**config.mk**
```make
export PLATFORM = sky130hd
export DESIGN_NAME = fft_frame_source_flat
export DESIGN_NICKNAME = d
export VERILOG_FILES = /design/src/rtl/fft_frame_source_if.sv /design/src/rtl/fft_frame_source.sv /design/src/flat_wrapper.sv
export SDC_FILE = /design/constraint.sdc
export NUM_CORES = 1
export LEC_CHECK = 0
export BUFFER_PORTS_ARGS = -buffer_cell sky130_fd_sc_hd__clkbuf_2
export CAP_MARGIN = 15
export CORE_MARGIN = 8
export CORE_UTILIZATION = 45
export DETAILED_ROUTE_END_ITERATION = 8
export GPL_TIMING_DRIVEN = 0
export RECOVER_POWER = 50
export SYNTH_ARGS = -nofsm -noshare
export SYNTH_HDL_FRONTEND = slang
export SYNTH_SLANG_ARGS = --single-unit
```
**constraint.sdc**
```tcl
create_clock -name clk_245 -period 5.61 [get_ports clk_245]
set_clock_uncertainty 0.2 [all_clocks]
set_input_delay 1.122 -clock clk_245 [delete_from_list [all_inputs] [get_ports clk_245]]
set_output_delay 1.122 -clock clk_245 [all_outputs]
set_load 0.05 [all_outputs]
```
**src/rtl/fft_frame_source_if.sv**
```systemverilog
// Stream bundle between the frame source and the xfft core: the sample data
// channel plus the transform configuration channel.
interface fft_frame_source_if #(
  parameter int DATA_WIDTH = 32
);
  logic [DATA_WIDTH-1:0] m_axis_tdata;
  logic                  m_axis_tvalid;
  logic                  m_axis_tlast;
  logic                  m_axis_tready;
  logic [23:0]           m_axis_config_tdata;
  logic                  m_axis_config_tvalid;
  logic                  m_axis_config_tready;

  modport master (
    output m_axis_tdata,
    output m_axis_tvalid,
    output m_axis_tlast,
    input  m_axis_tready,
    output m_axis_config_tdata,
    output m_axis_config_tvalid,
    input  m_axis_config_tready
  );

  modport slave (
    input  m_axis_tdata,
    input  m_axis_tvalid,
    input  m_axis_tlast,
    output m_axis_tready,
    input  m_axis_config_tdata,
    input  m_axis_config_tvalid,
    output m_axis_config_tready
  );
endinterface

```
**src/rtl/fft_frame_source.sv**
```systemverilog
// Frame source for the xfft core. The free-running ADC strobe is cut into
// frames of 2^NFFT_LOG2 samples (tlast on the final one), buffered in a small
// first-word-fall-through FIFO so FFT stalls only cost dropped samples, never
// a short frame. The config word is sent after reset and on request.
module fft_frame_source #(
  parameter int         DATA_WIDTH      = 32,
  parameter int         NFFT_LOG2       = 13,
  parameter int         FIFO_DEPTH_LOG2 = 4,
  parameter int         FWD_INV         = 1,
  parameter logic [5:0] SCALE_SCH       = 6'b0
) (
  input  logic                  clk_245,
  input  logic                  clk_245_rst,
  input  logic [DATA_WIDTH-1:0] adc_tdata,
  input  logic                  adc_tvalid,
  input  logic                  arm,
  input  logic                  cfg_update,
  fft_frame_source_if.master    fft,
  output logic                  busy,
  output logic                  overflow,
  output logic [15:0]           frame_count
);

  localparam int DEPTH = 1 << FIFO_DEPTH_LOG2;
  localparam int AW    = FIFO_DEPTH_LOG2;
  localparam logic [23:0] CFG_WORD = {9'b0, SCALE_SCH, 1'(FWD_INV), 3'b0, 5'(NFFT_LOG2)};

  typedef enum logic [1:0] {CFG, IDLE, CAPTURE} state_t;

  state_t                 state_q, state_d;
  logic [NFFT_LOG2-1:0]   cnt_q, cnt_d;
  logic                   cfg_pend_q, cfg_pend_d;
  logic                   overflow_q, overflow_d;
  logic [15:0]            frame_count_q, frame_count_d;
  logic [AW:0]            wr_ptr_q, wr_ptr_d;
  logic [AW:0]            rd_ptr_q, rd_ptr_d;
  logic [DATA_WIDTH:0]    mem_q [DEPTH];

  logic                   fifo_empty;
  logic                   fifo_full;
  logic                   wr_en;
  logic                   rd_en;
  logic                   sample_last;
  logic [DATA_WIDTH:0]    head;

  assign fifo_empty  = (wr_ptr_q == rd_ptr_q);
  assign fifo_full   = (wr_ptr_q[AW] != rd_ptr_q[AW]) && (wr_ptr_q[AW-1:0] == rd_ptr_q[AW-1:0]);
  assign sample_last = (cnt_q == {NFFT_LOG2{1'b1}});
  assign head        = mem_q[rd_ptr_q[AW-1:0]];
  assign rd_en       = !fifo_empty && fft.m_axis_tready;

  // Output side: FIFO head is presented directly; zeros whenever nothing is queued.
  always_comb begin
    fft.m_axis_tvalid        = !fifo_empty;
    fft.m_axis_tdata         = '0;
    fft.m_axis_tlast         = 1'b0;
    if (!fifo_empty) begin
      fft.m_axis_tdata = head[DATA_WIDTH-1:0];
      fft.m_axis_tlast = head[DATA_WIDTH];
    end
    fft.m_axis_config_tdata  = CFG_WORD;
    fft.m_axis_config_tvalid = (state_q == CFG) && !clk_245_rst;
    busy                     = ((state_q != IDLE) || !fifo_empty) && !clk_245_rst;
    overflow                 = overflow_q;
    frame_count              = frame_count_q;
  end

  // Framing FSM: config handshake, arming, sample counting and overflow detection.
  always_comb begin
    state_d    = state_q;
    cnt_d      = cnt_q;
    cfg_pend_d = cfg_pend_q;
    overflow_d = overflow_q;
    wr_en      = 1'b0;
    unique case (state_q)
      CFG: begin
        if (cfg_update) cfg_pend_d = 1'b1;
        if (fft.m_axis_config_tready) state_d = IDLE;
      end
      IDLE: begin
        if (cfg_update || cfg_pend_q) begin
          state_d    = CFG;
          cfg_pend_d = 1'b0;
        end else if (arm) begin
          state_d = CAPTURE;
          cnt_d   = '0;
        end
      end
      CAPTURE: begin
        if (cfg_update) cfg_pend_d = 1'b1;
        if (adc_tvalid) begin
          if (fifo_full) begin
            overflow_d = 1'b1;
          end else begin
            wr_en = 1'b1;
            cnt_d = cnt_q + 1'b1;
            if (sample_last) state_d = IDLE;
          end
        end
      end
      default: state_d = CFG;
    endcase
  end

  // Pointer and frame counter next values follow the write/read strobes.
  always_comb begin
    wr_ptr_d      = wr_ptr_q;
    rd_ptr_d      = rd_ptr_q;
    frame_count_d = frame_count_q;
    if (wr_en) wr_ptr_d = wr_ptr_q + 1'b1;
    if (rd_en) begin
      rd_ptr_d = rd_ptr_q + 1'b1;
      if (head[DATA_WIDTH]) frame_count_d = frame_count_q + 16'd1;
    end
  end

  // Control registers; reset flushes the FIFO by clearing both pointers.
  always_ff @(posedge clk_245) begin
    if (clk_245_rst) begin
      state_q       <= CFG;
      cnt_q         <= '0;
      cfg_pend_q    <= 1'b0;
      overflow_q    <= 1'b0;
      frame_count_q <= '0;
      wr_ptr_q      <= '0;
      rd_ptr_q      <= '0;
    end else begin
      state_q       <= state_d;
      cnt_q         <= cnt_d;
      cfg_pend_q    <= cfg_pend_d;
      overflow_q    <= overflow_d;
      frame_count_q <= frame_count_d;
      wr_ptr_q      <= wr_ptr_d;
      rd_ptr_q      <= rd_ptr_d;
    end
  end

  // FIFO storage carries the last flag alongside each sample.
  always_ff @(posedge clk_245) begin
    if (wr_en) mem_q[wr_ptr_q[AW-1:0]] <= {sample_last, adc_tdata};
  end

endmodule

```
**src/flat_wrapper.sv**
```systemverilog
// flat-port wrapper written by rule: the top's interface ports become plain ports
module fft_frame_source_flat 
#(
  parameter int         DATA_WIDTH      = 32,
  parameter int         NFFT_LOG2       = 13,
  parameter int         FIFO_DEPTH_LOG2 = 4,
  parameter int         FWD_INV         = 1,
  parameter logic [5:0] SCALE_SCH       = 6'b0
)
  (clk_245, clk_245_rst, adc_tdata, adc_tvalid, arm, cfg_update, busy, overflow, frame_count, fft_m_axis_tdata, fft_m_axis_tvalid, fft_m_axis_tlast, fft_m_axis_tready, fft_m_axis_config_tdata, fft_m_axis_config_tvalid, fft_m_axis_config_tready);
  fft_frame_source_if #(.DATA_WIDTH(DATA_WIDTH)) fft_i ();
  input  logic clk_245;
  input  logic clk_245_rst;
  input  logic [DATA_WIDTH-1:0] adc_tdata;
  input  logic adc_tvalid;
  input  logic arm;
  input  logic cfg_update;
  output logic busy;
  output logic overflow;
  output logic [15:0] frame_count;
  output wire logic [$bits(fft_i.m_axis_tdata)-1:0] fft_m_axis_tdata;
  output wire logic [$bits(fft_i.m_axis_tvalid)-1:0] fft_m_axis_tvalid;
  output wire logic [$bits(fft_i.m_axis_tlast)-1:0] fft_m_axis_tlast;
  input wire logic [$bits(fft_i.m_axis_tready)-1:0] fft_m_axis_tready;
  output wire logic [$bits(fft_i.m_axis_config_tdata)-1:0] fft_m_axis_config_tdata;
  output wire logic [$bits(fft_i.m_axis_config_tvalid)-1:0] fft_m_axis_config_tvalid;
  input wire logic [$bits(fft_i.m_axis_config_tready)-1:0] fft_m_axis_config_tready;
  assign fft_m_axis_tdata = fft_i.m_axis_tdata;
  assign fft_m_axis_tvalid = fft_i.m_axis_tvalid;
  assign fft_m_axis_tlast = fft_i.m_axis_tlast;
  assign fft_i.m_axis_tready = fft_m_axis_tready;
  assign fft_m_axis_config_tdata = fft_i.m_axis_config_tdata;
  assign fft_m_axis_config_tvalid = fft_i.m_axis_config_tvalid;
  assign fft_i.m_axis_config_tready = fft_m_axis_config_tready;
  fft_frame_source #(.DATA_WIDTH(DATA_WIDTH), .NFFT_LOG2(NFFT_LOG2), .FIFO_DEPTH_LOG2(FIFO_DEPTH_LOG2), .FWD_INV(FWD_INV), .SCALE_SCH(SCALE_SCH)) u_core (.clk_245(clk_245), .clk_245_rst(clk_245_rst), .adc_tdata(adc_tdata), .adc_tvalid(adc_tvalid), .arm(arm), .cfg_update(cfg_update), .fft(fft_i), .busy(busy), .overflow(overflow), .frame_count(frame_count));
endmodule
```
# Word-level counts from Yosys, hierarchy flattened
# Memory sizes are Yosys's and may differ from the RTL's. A register that Yosys moved wholly into a read port is not among the register bits.
# Cells that the tools add are included.
# totals
output_inout_bits	77
mem_bits_rw	528
inputBits	39
mem_count	1
register_bits	43
# classes
n_addsub	4
muxes	24
reduce_logical	17
eq_ne	16
# memory_table
name	depth	word_bits	rd	rd_ports_with_merged_regs	write_ports	line_no	source
u_core.mem_q	16	33	1	1	1	fft_frame_source.sv:37	logic [DATA_WIDTH:0] mem_q [DEPTH];
# op_table
operator	count
13-bit two-way mux	4
32-bit two-way mux	1
13-bit one-hot mux with 2 select lines	1
16-bit by 1-bit adder with 16-bit output, second input constant	1
13-bit by 1-bit adder with 13-bit output, second input constant	1
13-bit == test, second input constant	1
2-bit two-way mux	6
5-bit by 1-bit adder with 5-bit output, second input constant	2
2-bit != test, second input constant	5
5-bit AND reduction	2
1-bit two-way mux	8
4-bit two-way mux	2
2-bit by 1-bit != test with 1-bit output, second input constant	4
2-bit one-hot mux with 3 select lines	1
3-bit AND reduction	2
5-bit == test	1
4-bit == test	1
1-bit logical AND	4
2-bit nonzero test	2
3-bit by 2-bit != test with 1-bit output, second input constant	1
2-bit by 1-bit == test with 1-bit output, second input constant	1
2-bit == test, second input constant	1
1-bit zero test	2
2-bit zero test	1
other kinds (5)	6

# Logic depth before layout (Yosys ltp)
# Gate-level depths: netlist (run 1).
# logic_depth
ltp_word	7
depth_mapped	8

# Worst setup path before layout (run 1)
# OpenSTA, ideal clock, no wires.
# synth_path
path_kind	input to register
from	input port adc_tvalid
to	memory u_core.mem_q[3][0] (netlist bit), enable pin
cell_stages	4
arrival_ns	3.981
required_time_ns	4.946
slack_ns	0.964
path_cell_list	nand2_1 a21oi_2 nand2_1 nor3_1
# synth_via
elab_chain_len	4
# synth_rtl
item	line_no	source
start, declared	flat_wrapper.sv:15	input logic adc_tvalid;
1-bit two-way mux	fft_frame_source.sv:91	if (adc_tvalid) begin
1-bit two-way mux	fft_frame_source.sv:75	unique case (state_q)
1-bit two-way mux	fft_frame_source.sv:140	if (wr_en) mem_q[wr_ptr_q[AW-1:0]] <= {sample_last, adc_tdata};
1-bit two-way mux (not written as such)	fft_frame_source.sv:140	
end, declared	fft_frame_source.sv:37	
# Every way passes these cells.

==> impl_metrics.ini, run 1 <==
[synthesis]
yosys.area.top_type_share_pct = 70.3
synthFlopType = edfxtp_1
syn_avg_cell_area_um2 = 21.0
ys_types = 48
synth-edff-count = 528
netlist.top_cell.by_area = edfxtp_1
ys_async_sr_fraction_pct = 0
yosysSeqAreaShare_pct = 74.5
synth_seq_cells = 575
yosys_warnings = 0
ys_top_cells_by_area = edfxtp_1 70%, mux4_2 16%, dfxtp_1 4.2%, buf_4 1.2%, and2_1 0.94%
synthCells = 1073
syn_area_um2 = 22500

[global_route]
grt_pass1_wl_mm = 73.6
grtUsageMet3_pct = 2.59
grt-busiest-layer = met2
grt_usage_pct = 17.4
first_global_vias = 11300
antenna_found_initial = 1
overflow = 0
met1_usage_pct = 24.3
grt.met2_usage_pct = 28.3
grt_max_degree = 21

[final_layout]
seq_area_um2 = 16800
fin_util_pct = 52.6
final_nets = 1322
multi_input_area_um2 = 5400
stdcell_area_um2 = 26200
syn2layout_area_growth_pct = 16.2
num_antenna_cells = 0
fillers = 3952
drive_gt1_share_pct = 29.0

[worst_setup_path]
endpoint_kind = primary output
path_buf_inv = 3
arrival_ns = 3.85
cp_slowest_cell = buf_1
start_kind = register
cp_common_cell = mux4_2
max_stage_delay_ns = 0.77
path_cells = clkbuf_1 -> buf_1 -> mux4_2 -> mux4_2 -> and2_1 -> clkbuf_2
critPathKind = reg2out
required_ns = 4.29
crit_path_max_fanout = 10
crit_family = buffers and inverters

[floorplan]
die_y_um = 240
core_area_um2 = 49800
rows = 82
dieWidth_um = 240
ios = 116
start_util_pct = 45.3
dieArea_um2 = 57500

[clocking]
tritoncts = built
clk_root_buffer_cell = clkbuf_16
ctsResizeCount = 0
cts_buffers = 57
cts_hold_buf = 0
cts.clk_slew.worst_paths_ns = 0.06
cts.path.max_buffers = 3
clock_sinks = 575
postCtsSetupBuffers = 0
clock_latency_ns = 0.62
htreeDepth = 2

[sta]
maxSlewViolCount = 0
rsz0062_at_grt = false
setup_viol = 0
finalCriticalPeriod_ns = 5.17
hold_viol = 0
hold_ws_ns = 0.293
tightestPinTransition_ns = 1.15
fin_crit_sh_pct = 92.2
slew_headroom_pct = 23.3
fmax_mhz = 193

[placed_design]
place_congestion = 0.724
io_buffers = 91
place_hpwl_mm = 31.5
placed_area_um2 = 24500

[run]
maxCapViolCount = 0

[power]
leakagePower_nw = 8.19
ir_drop_mv = 0.212
p_per_area_nw_per_um2 = 334

[drt]
viasPerCell = 5.51
wl_mm = 49.8
drt_iter0_drc = 835
drc_errors = 0
ant_nets = 0
num_vias = 11000
drtPass1Iterations = 5
routedWlPerCell_um = 25.0

[outcome]
status = finished clean

[hold_path]
hold_class = reg2reg
-- cell usage after synthesis (2+ instances only) --
library cell and number:
conb_1 2, inv_1 6, ha_1 7, xor2_1 16, buf_2 2, nand4_1 9, nand3_1 14, xnor2_1 15
or3_1 4, a2111oi_0 2, nand3b_1 3, buf_1 9, and2_1 34, and4_1 4, a21oi_1 16, edfxtp_1 528
nand2_2 2, nand2b_1 3, nor3_1 8, buf_4 35, or4_1 2, nand2_1 25, o31ai_1 2, o21ai_0 9
buf_6 7, nor2_1 55, mux4_2 164, dfxtp_1 47, and3_1 3, clkbuf_1 18, a211oi_1 5
-- placed cells by master, fill, tap and decap left out, drive strengths merged, types with 7 or more instances in the layout --
| cell | instances |
|---|---|
| buf | 82 |
| ha | 7 |
| o21ai | 9 |
| xnor2 | 15 |
| xor2 | 17 |
| nor2 | 55 |
| nand4 | 10 |
| mux4 | 164 |
| inv | 8 |
| nand3 | 14 |
| nand2 | 27 |
| clkinv | 18 |
| nor3 | 8 |
| clkbuf | 183 |
| dfxtp | 47 |
| a21oi | 18 |
| conb | 24 |
| and2 | 35 |
| edfxtp | 528 |
-- layer usage --
layer	wire length, um	share of wire [%]	up-vias
met5	0	0	-
met4	1170	2.4	0
met3	2520	5.1	75
met2	24400	49	288
met1	21700	44	5821
li1	-	-	4766
-- report_power, final --
group          internal, W  switching (W)
Clock              0.00209        0.00156
Combinational     0.000145       0.000274
Sequential         0.00468     0.00000666
Total              0.00692        0.00184
-- final cells by class --
cell class	count	area share [%]
Clock buffer	71	5.65
Sequential cell	575	64.1
Buffer	72	1.69
Clock inverter	28	1.08
Tap cell	672	3.21
Timing Repair Buffer	122	3.54
Inverter	6	0.0860
Multi-Input combinational cell	442	20.6
-- flip-flops by register name, summed over array words and instances, names as in the netlist, named ones only --
signal / cells
u_core.overflow: 1
u_core.state_q: 2
u_core.mem_q: 528
u_core.cfg_pend_q: 1
u_core.wr_ptr_q: 5
u_core.cnt_q: 13
u_core.frame_count: 16
u_core.rd_ptr_q: 5
-- worst register-to-register path: stages, from the launching register on --
cell and delay (ns):
dfxtp_1 0.31, clkbuf_1 0.43, xor2_1 0.29, nor4_4 0.12, a21oi_1 0.69, nand2_1 0.37, nor3_2 0.74, buf_6 0.27
buf_8 0.17, buf_8 0.15
-- final timing paths --
path | endpoint | cells past startpoint | slack (ns) | start
setup / recovery | fft_m_axis_tdata[0] | 6 | 0.44 | register
hold / removal | u_core.cnt_q[1] | 2 | 0.29 | u_core.cnt_q[1]
setup reg to reg | u_core.mem_q[0][24] | 9 | 1.57 | u_core.wr_ptr_q[3]
hold reg to reg | u_core.cnt_q[1] | 2 | 0.29 | u_core.cnt_q[1]
-- metrics by stage --
| stage | worst slack [ns] | total power, W | std cells | TNS [ns] |
|---|---|---|---|---|
| after global placement | -2.43 | 0.00520 | 1858 | -393.80 |
| after CTS | 0.387 | 0.00885 | 1988 | 0 |
| after detailed placement | 1.07 | 0.00521 | 1889 | 0 |
| after global routing | 0.329 | 0.00902 | 1988 | 0 |
| after floorplan | 0.964 | 0.00507 | 1095 | 0 |
| final | 0.439 | 0.00875 | 1988 | 0 |
-- cells by family (layout without fill, tap and decap cells) --
logic type,Yosys count,count (layout),synth area share (%)
adder cells (fa/ha/maj),7,7,0.389
AO/OA/AOI/OAI,42,42,1.29
AND/OR/NAND/NOR,172,172,3.94
buffers and inverters,78,299,2.13
other,2,24,0.0333
XOR/XNOR,32,32,1.28
flip-flops,575,575,74.5
multiplexers,165,165,16.4
Power figures use the tool's default switching activity.
==> run 2, diff against run 1 <==
--- a/config.mk
+++ b/config.mk
@@ -8,7 +8,7 @@
 export BUFFER_PORTS_ARGS = -buffer_cell sky130_fd_sc_hd__clkbuf_2
 export CAP_MARGIN = 15
 export CORE_MARGIN = 8
-export CORE_UTILIZATION = 45
+export CORE_UTILIZATION = 35
 export DETAILED_ROUTE_END_ITERATION = 8
 export GPL_TIMING_DRIVEN = 0
 export RECOVER_POWER = 50
==> constraint.sdc (replaced) <==
create_clock -name clk_245 -period 4.4 [get_ports clk_245]
set_clock_uncertainty 0.2 [all_clocks]
set_input_delay 0.88 -clock clk_245 [delete_from_list [all_inputs] [get_ports clk_245]]
set_output_delay 0.88 -clock clk_245 [all_outputs]
set_load 0.05 [all_outputs]
==> impl_metrics.ini, run 2 (synthesis results as in run 1) <==
[outcome]
status = finished clean

[final_layout]
fillers = 5564
seq_area_um2 = 16800
multi_input_area_um2 = 5420
layout_commonest_cell = edfxtp_1
largest_register_ffs = 528
syn2layout_area_growth_pct = 18.3
instances_no_fill = 2184
final_nets = 1323
drive_gt1_share_pct = 30.6
stdcell_area_um2 = 26700
final_cell_mix = 528 x edfxtp_1, 164 x mux4_2, 61 x clkbuf_1, 58 x clkbuf_2, 58 x clkbuf_16

[hold_path]
hold_class = reg2reg
min_path_cells = 2
hp-start = u_core.overflow

[drt]
drc_errors = 0
num_vias = 11000
wl_mm = 51.2
ant_nets = 0
drt_iter0_drc = 897
drtPass1Iterations = 4
viasPerCell = 5.03
routedWlPerCell_um = 23.4

[power]
leakagePower_nw = 8.33
clkPwrFrac_pct = 43.7
switchingPower_w = 0.00247
fin_total_pwr_w = 0.0116
switching_share_pct = 21.3
ir_drop_mv = 0.311
internal_power_w = 0.00911
p_per_area_nw_per_um2 = 434
comb_power_share_pct = 4.7
p_seq_share_pct = 51.6

[global_route]
grt_pass1_wl_mm = 76.1
grt_max_degree = 23
antenna_found_initial = 5
overflow = 0
first_global_vias = 11500
grt_usage_pct = 13.8

[clocking]
htreeDepth = 2
clock_sinks = 575
tritoncts = built
cts.path.max_buffers = 3
cts.clk_slew.worst_paths_ns = 0.06
clk_root_buffer_cell = clkbuf_16
clock_latency_ns = 0.62
cts_hold_buf = 0
cts_buffers = 58

[sta]
fmax_mhz = 235
setup_viol = 0
hold_ws_ns = 0.290
finalCriticalPeriod_ns = 4.25
rsz0062_at_grt = false
slew_headroom_pct = 37.5
hold_viol = 0
fin_ws_ns = 0.152
maxSlewViolCount = 0
fin_crit_sh_pct = 96.5
tightestPinTransition_ns = 0.936

[worst_setup_path]
endpoint_kind = primary output
endpoint = fft_m_axis_tdata[2]
critPathKind = reg2out
reg2reg_depth = 9
r2r_end = u_core.mem_q[2][25]
required_ns = 3.32
start_kind = register
r2r_start = u_core.wr_ptr_q[0]
rrSetupSlack_ns = 0.52
crit_path_max_fanout = 10
arrival_ns = 3.17

[floorplan]
die_y_um = 270
rows = 93
core_area_um2 = 64100
dieArea_um2 = 72800
start_util_pct = 35.2
dieWidth_um = 270
ios = 116

[placed_design]
placed_area_um2 = 24700
io_buffers = 91
dp_cells = 2068
dpl_worst_slack_ns = 0.145
place_congestion = 0.753
place_hpwl_mm = 32.6

[run]
maxCapViolCount = 0
[run 2: stage by stage]
stage          TNS [ns]  util, %
3_5_place_dp          0     38.6
2_1_floorplan         0        -
4_1_cts               0     41.7
3_3_place_gp    -819.62     37.7
6_report              0     41.6
5_1_grt               0     41.6
[run 2: repair_timing]
item / CTS / global route
setup buffers: 1 / 0
resized for setup: 16 / 8
setup endpoints to repair: 32 / 16
[run 2: power groups by stage]
stage / clock network (W) / registers (W) / logic, W
after floorplan: 0 / 0.00610 / 0.000371
after global placement: 0 / 0.00609 / 0.000541
after detailed placement: 0 / 0.00609 / 0.000555
after CTS: 0.00515 / 0.00598 / 0.000557
after global routing: 0.00538 / 0.00598 / 0.000578
final: 0.00506 / 0.00598 / 0.000538
[run 2: cell type report]
cell class	count	area share [%]
Buffer	72	1.78
Timing Repair Buffer	122	3.44
Clock buffer	65	5.54
Clock inverter	45	1.83
Tap cell	855	4.01
Antenna cell	2	0.0188
Inverter	6	0.0844
Sequential cell	575	63.0
Multi-Input combinational cell	442	20.3
[run 2: critical path, cell delays in order (launching register included)]
cell,delay [ns]
dfxtp_1,0.42
clkbuf_2,0.38
buf_2,0.43
mux4_2,0.37
mux4_2,0.47
and2_1,0.22
clkbuf_2,0.26
[run 2: worst min-delay path by stage]
stage	slack (ns)	to
6_report	0.29	u_core.overflow
3_5_place_dp	0.28	u_core.frame_count[15]
5_1_grt	0.33	u_core.frame_count[15]
4_1_cts	0.29	u_core.frame_count[15]
2_1_floorplan	0.25	u_core.cnt_q[1]
3_3_place_gp	0.26	u_core.cnt_q[1]
[run 2: layer usage]
layer | vias to the layer above | wire (um) | GRT usage, %
li1 | 4762 | - | -
met2 | 292 | 26000 | 23.7
met5 | - | 27 | 0
met4 | 4 | 675 | 2.62
met3 | 59 | 2860 | 3.17
met1 | 5869 | 21600 | 18.1
